`src/rtl/seven_seg_scan_driver.sv`:
```
// Time-multiplexed N-digit hex seven-segment scanner with dead-time and leading-zero blanking.
// Define SEVEN_SEG_SCAN_DP_EN to add per-digit decimal points (i_dp / o_seg_dp).
module seven_seg_scan_driver #(
  parameter int NUM_DIGITS     = 4,
  parameter int CLKS_PER_DIGIT = 25000,
  parameter int DEAD_CLKS      = 16,
  parameter bit SEG_ACTIVE_LOW = 1'b1,
  parameter bit DIG_ACTIVE_LOW = 1'b1
) (
  input  logic                    i_clk,
  input  logic                    i_rst_n,
  input  logic [4*NUM_DIGITS-1:0] i_value,
  input  logic                    i_load,
  input  logic                    i_lz_blank,
`ifdef SEVEN_SEG_SCAN_DP_EN
  input  logic [NUM_DIGITS-1:0]   i_dp,
  output logic                    o_seg_dp,
`endif
  output logic [6:0]              o_seg,
  output logic [NUM_DIGITS-1:0]   o_dig_en,
  output logic                    o_frame_done
);

  localparam int CNT_MAX = (CLKS_PER_DIGIT > DEAD_CLKS) ? CLKS_PER_DIGIT : DEAD_CLKS;
  localparam int CW      = (CNT_MAX > 1) ? $clog2(CNT_MAX) : 1;
  localparam int IW      = (NUM_DIGITS > 1) ? $clog2(NUM_DIGITS) : 1;

  localparam logic [CW-1:0] DEAD_LAST = CW'(DEAD_CLKS - 1);
  localparam logic [CW-1:0] ON_LAST   = CW'(CLKS_PER_DIGIT - 1);
  localparam logic [CW-1:0] ON_PENULT = CW'(CLKS_PER_DIGIT - 2);
  localparam logic [IW-1:0] IDX_LAST  = IW'(NUM_DIGITS - 1);

  localparam logic [6:0]            SEG_OFF = SEG_ACTIVE_LOW ? 7'h7F : 7'h00;
  localparam logic [NUM_DIGITS-1:0] DIG_OFF = DIG_ACTIVE_LOW ? '1 : '0;

  typedef enum logic {ST_DEAD, ST_ON} state_t;

  state_t                  state_reg;
  logic [CW-1:0]           cnt_reg;
  logic [IW-1:0]           idx_reg;
  logic [4*NUM_DIGITS-1:0] pending_reg;
  logic [4*NUM_DIGITS-1:0] display_reg;
  logic [NUM_DIGITS-1:0]   blank_reg;
  logic [6:0]              seg_reg;
  logic [NUM_DIGITS-1:0]   dig_en_reg;
  logic                    frame_done_reg;

  logic [3:0]              disp_nib [NUM_DIGITS];
  logic [NUM_DIGITS-1:0]   blank_next;
  logic [NUM_DIGITS-1:0]   onehot;
  logic                    dead_done;
  logic                    on_done;
  logic                    frame_xfer;

  function automatic logic [6:0] hex_to_seg(input logic [3:0] nib);
    logic [6:0] seg;
    case (nib)
      4'h0: seg = 7'h7E;  4'h1: seg = 7'h30;  4'h2: seg = 7'h6D;  4'h3: seg = 7'h79;
      4'h4: seg = 7'h33;  4'h5: seg = 7'h5B;  4'h6: seg = 7'h5F;  4'h7: seg = 7'h70;
      4'h8: seg = 7'h7F;  4'h9: seg = 7'h7B;  4'hA: seg = 7'h77;  4'hB: seg = 7'h1F;
      4'hC: seg = 7'h4E;  4'hD: seg = 7'h3D;  4'hE: seg = 7'h4F;  default: seg = 7'h47;
    endcase
    return seg;
  endfunction

  genvar gi;
  generate
    for (gi = 0; gi < NUM_DIGITS; gi++) begin : g_nib
      assign disp_nib[gi] = display_reg[4*gi +: 4];
    end
  endgenerate

  // Blank mask is computed from the value about to become the display value.
  always_comb begin
    logic lead;
    lead       = 1'b1;
    blank_next = '0;
    for (int k = NUM_DIGITS - 1; k > 0; k--) begin
      lead          = lead & (pending_reg[4*k +: 4] == 4'h0);
      blank_next[k] = i_lz_blank & lead;
    end
  end

  always_comb begin
    onehot          = '0;
    onehot[idx_reg] = 1'b1;
  end

  assign dead_done  = (state_reg == ST_DEAD) && (cnt_reg == DEAD_LAST);
  assign on_done    = (state_reg == ST_ON) && (cnt_reg == ON_LAST);
  assign frame_xfer = on_done && (idx_reg == IDX_LAST);

  always_ff @(posedge i_clk or negedge i_rst_n) begin
    if (!i_rst_n) begin
      state_reg      <= ST_DEAD;
      cnt_reg        <= '0;
      idx_reg        <= '0;
      pending_reg    <= '0;
      display_reg    <= '0;
      blank_reg      <= '0;
      seg_reg        <= SEG_OFF;
      dig_en_reg     <= DIG_OFF;
      frame_done_reg <= 1'b0;
    end else begin
      frame_done_reg <= 1'b0;
      if (i_load) pending_reg <= i_value;
      if (state_reg == ST_DEAD) begin
        if (dead_done) begin
          state_reg <= ST_ON;
          cnt_reg   <= '0;
          if (!blank_reg[idx_reg]) begin
            seg_reg    <= hex_to_seg(disp_nib[idx_reg]) ^ SEG_OFF;
            dig_en_reg <= onehot ^ DIG_OFF;
          end
        end else begin
          cnt_reg <= cnt_reg + 1'b1;
        end
      end else begin
        if (on_done) begin
          state_reg  <= ST_DEAD;
          cnt_reg    <= '0;
          seg_reg    <= SEG_OFF;
          dig_en_reg <= DIG_OFF;
          idx_reg    <= (idx_reg == IDX_LAST) ? '0 : idx_reg + 1'b1;
          if (frame_xfer) begin
            display_reg <= pending_reg;
            blank_reg   <= blank_next;
          end
        end else begin
          cnt_reg <= cnt_reg + 1'b1;
          // Registered pulse lands on the final ON cycle of the last digit.
          if ((idx_reg == IDX_LAST) && (cnt_reg == ON_PENULT)) frame_done_reg <= 1'b1;
        end
      end
    end
  end

`ifdef SEVEN_SEG_SCAN_DP_EN
  logic [NUM_DIGITS-1:0] dp_pending_reg;
  logic [NUM_DIGITS-1:0] dp_display_reg;
  logic                  seg_dp_reg;

  always_ff @(posedge i_clk or negedge i_rst_n) begin
    if (!i_rst_n) begin
      dp_pending_reg <= '0;
      dp_display_reg <= '0;
      seg_dp_reg     <= SEG_ACTIVE_LOW;
    end else begin
      if (i_load) dp_pending_reg <= i_dp;
      if (frame_xfer) dp_display_reg <= dp_pending_reg;
      if (dead_done && !blank_reg[idx_reg])
        seg_dp_reg <= dp_display_reg[idx_reg] ^ SEG_ACTIVE_LOW;
      else if (on_done)
        seg_dp_reg <= SEG_ACTIVE_LOW;
    end
  end

  assign o_seg_dp = seg_dp_reg;
`endif

  assign o_seg        = seg_reg;
  assign o_dig_en     = dig_en_reg;
  assign o_frame_done = frame_done_reg;

endmodule
```
`config.mk`:
```
export PLATFORM = sky130hd
export DESIGN_NAME = seven_seg_scan_driver
export DESIGN_NICKNAME = d
export VERILOG_FILES = /design/src/rtl/seven_seg_scan_driver.sv
export SDC_FILE = /design/constraint.sdc
export NUM_CORES = 1
export LEC_CHECK = 0
export BUFFER_PORTS_ARGS = -buffer_cell sky130_fd_sc_hd__buf_2
export CELL_PAD_IN_SITES_DETAIL_PLACEMENT = 1
export CELL_PAD_IN_SITES_GLOBAL_PLACEMENT = 1
export CORE_ASPECT_RATIO = 0.6
export CORE_MARGIN = 2
export CORE_UTILIZATION = 35
export CTS_CLUSTER_DIAMETER = 150
export DETAILED_ROUTE_END_ITERATION = 8
export PLACE_DENSITY = 0.57
export SYNTH_ARGS = -nofsm -noshare
export SYNTH_HDL_FRONTEND = slang
export SYNTH_SLANG_ARGS = --single-unit
```
`constraint.sdc`:
```
create_clock -name i_clk -period 3.15 [get_ports i_clk]
set_clock_uncertainty 0.2 [all_clocks]
set_input_delay 0.7875 -clock i_clk [delete_from_list [all_inputs] [get_ports i_clk]]
set_output_delay 0.7875 -clock i_clk [all_outputs]
set_load 0.01 [all_outputs]
```
==> results.sh <==
export IMPL_outcome="completed"
export IMPL_wl_per_cell_um=17.1
export IMPL_post_synth_cell_area_avg_um2=12.2
export IMPL_period_share_pct=82.4
export IMPL_grt_max_degree=39
export IMPL_ff2ff_path_depth=6
export IMPL_grt_pass1_vias=2189
export IMPL_diodes=0
export IMPL_drtIter0Drc=110
export IMPL_rows=27
export IMPL_hold_buffers=0
export IMPL_post_route_drc_count=0
export IMPL_slew_violations=0
export IMPL_grt_pass1_wl_um=12100
export IMPL_fin_tns_setup_ns=0
export IMPL_dpl_hpwl_um=5250
export IMPL_fp_dieW_um=128
export IMPL_ir_drop_mv=0.242
export IMPL_start_util_pct=35.6
export IMPL_end_kind="flop"
export IMPL_dr_pass1_iters=4
export IMPL_synthTopCellsByArea="dfrtp_1 42%, mux2_2 13%, dfstp_2 9.0%, ha_1 4.7%, mux2i_1 4.7%"
export IMPL_ctsHtreeMaxLevel=3
export IMPL_port_buffers=31
export IMPL_vias=2146
export IMPL_finalPower_mw=1.96
export IMPL_syn_nets=297
export IMPL_die_h_um=78.4
export IMPL_mostFrequentLayoutCells="54 x dfrtp_1, 38 x mux2_2, 31 x buf_2, 15 x nor2_1, 15 x mux2i_1"
export IMPL_grt_use_total_pct=16.1
export IMPL_fin_hold_ws_ns=0.302
export IMPL_cts_sinks=65
export IMPL_cts_tree="yes"
export IMPL_fmax_ghz=0.385
export IMPL_synthCells=265
export IMPL_cts_root_buf="clkbuf_16"
export IMPL_worstHoldPathType="reg2reg"
export IMPL_path_max_fanout=11
export IMPL_critical_path_class="reg2reg"
export IMPL_crit_path_start_kind="flop"
export IMPL_syn_area_um2=3230
export IMPL_synth_top_area_share_pct=41.9
export IMPL_slew_headroom_pct=49.1
export IMPL_critPathArrivalTime_ns=2.65
export IMPL_coreArea_um2=9050
export IMPL_gp_congestion=0.753
export IMPL_clk_pin_slew_ns=0.05
export IMPL_numCtsBuffers=9
export IMPL_worst_slew_pin_slew_ns=0.761
export IMPL_p_per_area_nw_per_um2=515
export IMPL_layout_drive_gt1_share_pct=35.1
export IMPL_ios=32
export IMPL_yosysTopAreaCell="dfrtp_1"
export IMPL_antenna_found_initial=0
export IMPL_die_area_um2=10000
export IMPL_insertion_delay_ns=0.33
export IMPL_worstPathRequired_ns=3.21
export IMPL_rsz0062_at_grt="no"
export IMPL_yosysSeqAreaShare_pct=50.8
export IMPL_period_minus_slack_ns=2.60
export IMPL_ctsResizeCount=0
export IMPL_area_growth_syn_to_layout_pct=17.8
export IMPL_finalSetupViolCount=0
export IMPL_maxCapViolations=0
export IMPL_postRouteAntennaNets=0
export IMPL_via_per_inst=5.13
export IMPL_hold_violations=0
export IMPL_power_leakage_nw=1.79
export IMPL_hold_depth=1
export IMPL_ys_seq_elements=65
export IMPL_yosys_warnings=0
export IMPL_ys_types=42
export IMPL_clk_path_buf_depth=2
export IMPL_postRouteWirelength_um=7150
export IMPL_grt_ovfl_total=0
export IMPL_final_common_cell="dfrtp_1"
export IMPL_post_cts_buffers=0
export IMPL_nets=329
==> kinds of logic (layout without fill, tap and decap cells) <==
family                   Yosys count  in the layout  synth area share (%)
AND/OR/NAND/NOR                   65             65                  10.8
AO/OA/AOI/OAI                     28             28                  5.43
buffers and inverters             26             63                  3.88
flip-flops                        65             65                  50.8
adder cells (fa/ha/maj)           12             12                  4.65
multiplexers                      58             58                  21.4
XOR/XNOR                          11             11                  2.99
==> final timing paths <==
| path | slack [ns] | from | endpoint |
|---|---|---|---|
| hold / removal | 0.30 | display_reg[6]$_DFFE_PN0P_ | display_reg[6]$_DFFE_PN0P_ |
| max in group asynchronous | 1.74 | i_rst_n | o_dig_en[3]$_DFFE_PN1P_ |
| setup / recovery | 0.55 | idx_reg[0]$_DFFE_PN0P_ | o_seg[3]$_DFFE_PN1P_ |
| setup reg to reg | 0.55 | idx_reg[0]$_DFFE_PN0P_ | o_seg[3]$_DFFE_PN1P_ |
| min in group asynchronous | 0.31 | i_rst_n | display_reg[3]$_DFFE_PN0P_ |
| hold reg to reg | 0.30 | display_reg[6]$_DFFE_PN0P_ | display_reg[6]$_DFFE_PN0P_ |
==> worst max-delay path: stages (launching register included) <==
cell	delay (ns)
dfrtp_1	0.60
mux4_2	0.64
inv_1	0.18
ha_1	0.16
inv_1	0.05
mux4_2	0.43
mux2_2	0.27
==> area by class of cell <==
| class | instances | area, um2 |
|---|---|---|
| Timing Repair Buffer | 36 | 205 |
| Fill cell | 984 | 5250 |
| Sequential cell | 65 | 1640 |
| Multi-Input combinational cell | 174 | 1460 |
| Clock inverter | 2 | 35.0 |
| Inverter | 11 | 41.3 |
| Tap cell | 116 | 145 |
| Clock buffer | 14 | 274 |
==> metrics by stage <==
| step | util (%) | setup slack [ns] | instance area [um2] | cells |
|---|---|---|---|---|
| 6_report | 42.0 | 0.554 | 3800 | 418 |
| 5_1_grt | 42.0 | 0.386 | 3800 | 418 |
| 4_1_cts | 42.0 | 0.549 | 3800 | 418 |
| 3_5_place_dp | 38.6 | 0.552 | 3490 | 402 |
| 3_3_place_gp | 38.6 | 0.635 | 3490 | 402 |
| 2_1_floorplan | - | 0.813 | 3230 | 265 |
==> layer usage <==
layer  GRT usage, %  wire length (um)
met1           24.8              3890
met2           20.3              2820
met3           5.79               373
met4           5.27                73
met5              0                 0
==> cell usage after synthesis <==
cell	n
mux2_2	38
a22oi_1	1
o221a_2	1
a21oi_1	14
and3b_1	1
o21ai_0	3
a21o_1	2
xnor2_1	4
nor4_2	1
and2_1	2
dfstp_2	11
xor2_1	7
clkbuf_1	5
buf_2	6
buf_6	2
mux2i_1	15
o31ai_1	1
nand2_1	11
a221oi_1	1
nor4_1	5
or4_1	1
and3_1	7
ha_1	12
nor2b_1	1
dfrtp_1	54
a2bb2oi_1	1
a31oi_1	1
nand3_1	6
and4b_1	1
and4_1	2
or3_1	1
a21boi_1	1
mux4_2	5
buf_4	1
nor3_1	4
inv_1	11
nand4_1	6
a32oi_1	1
nand3b_1	1
clkbuf_2	1
a22o_1	1
nor2_1	15
==> report_power, final <==
group	internal [mW]	total (mW)	switching, mW
Clock	0.676	1.02	0.348
Combinational	0.0299	0.0595	0.0296
Sequential	0.857	0.873	0.0158
Total	1.56	1.96	0.393
No activity file was read; power rests on OpenSTA's default activity.
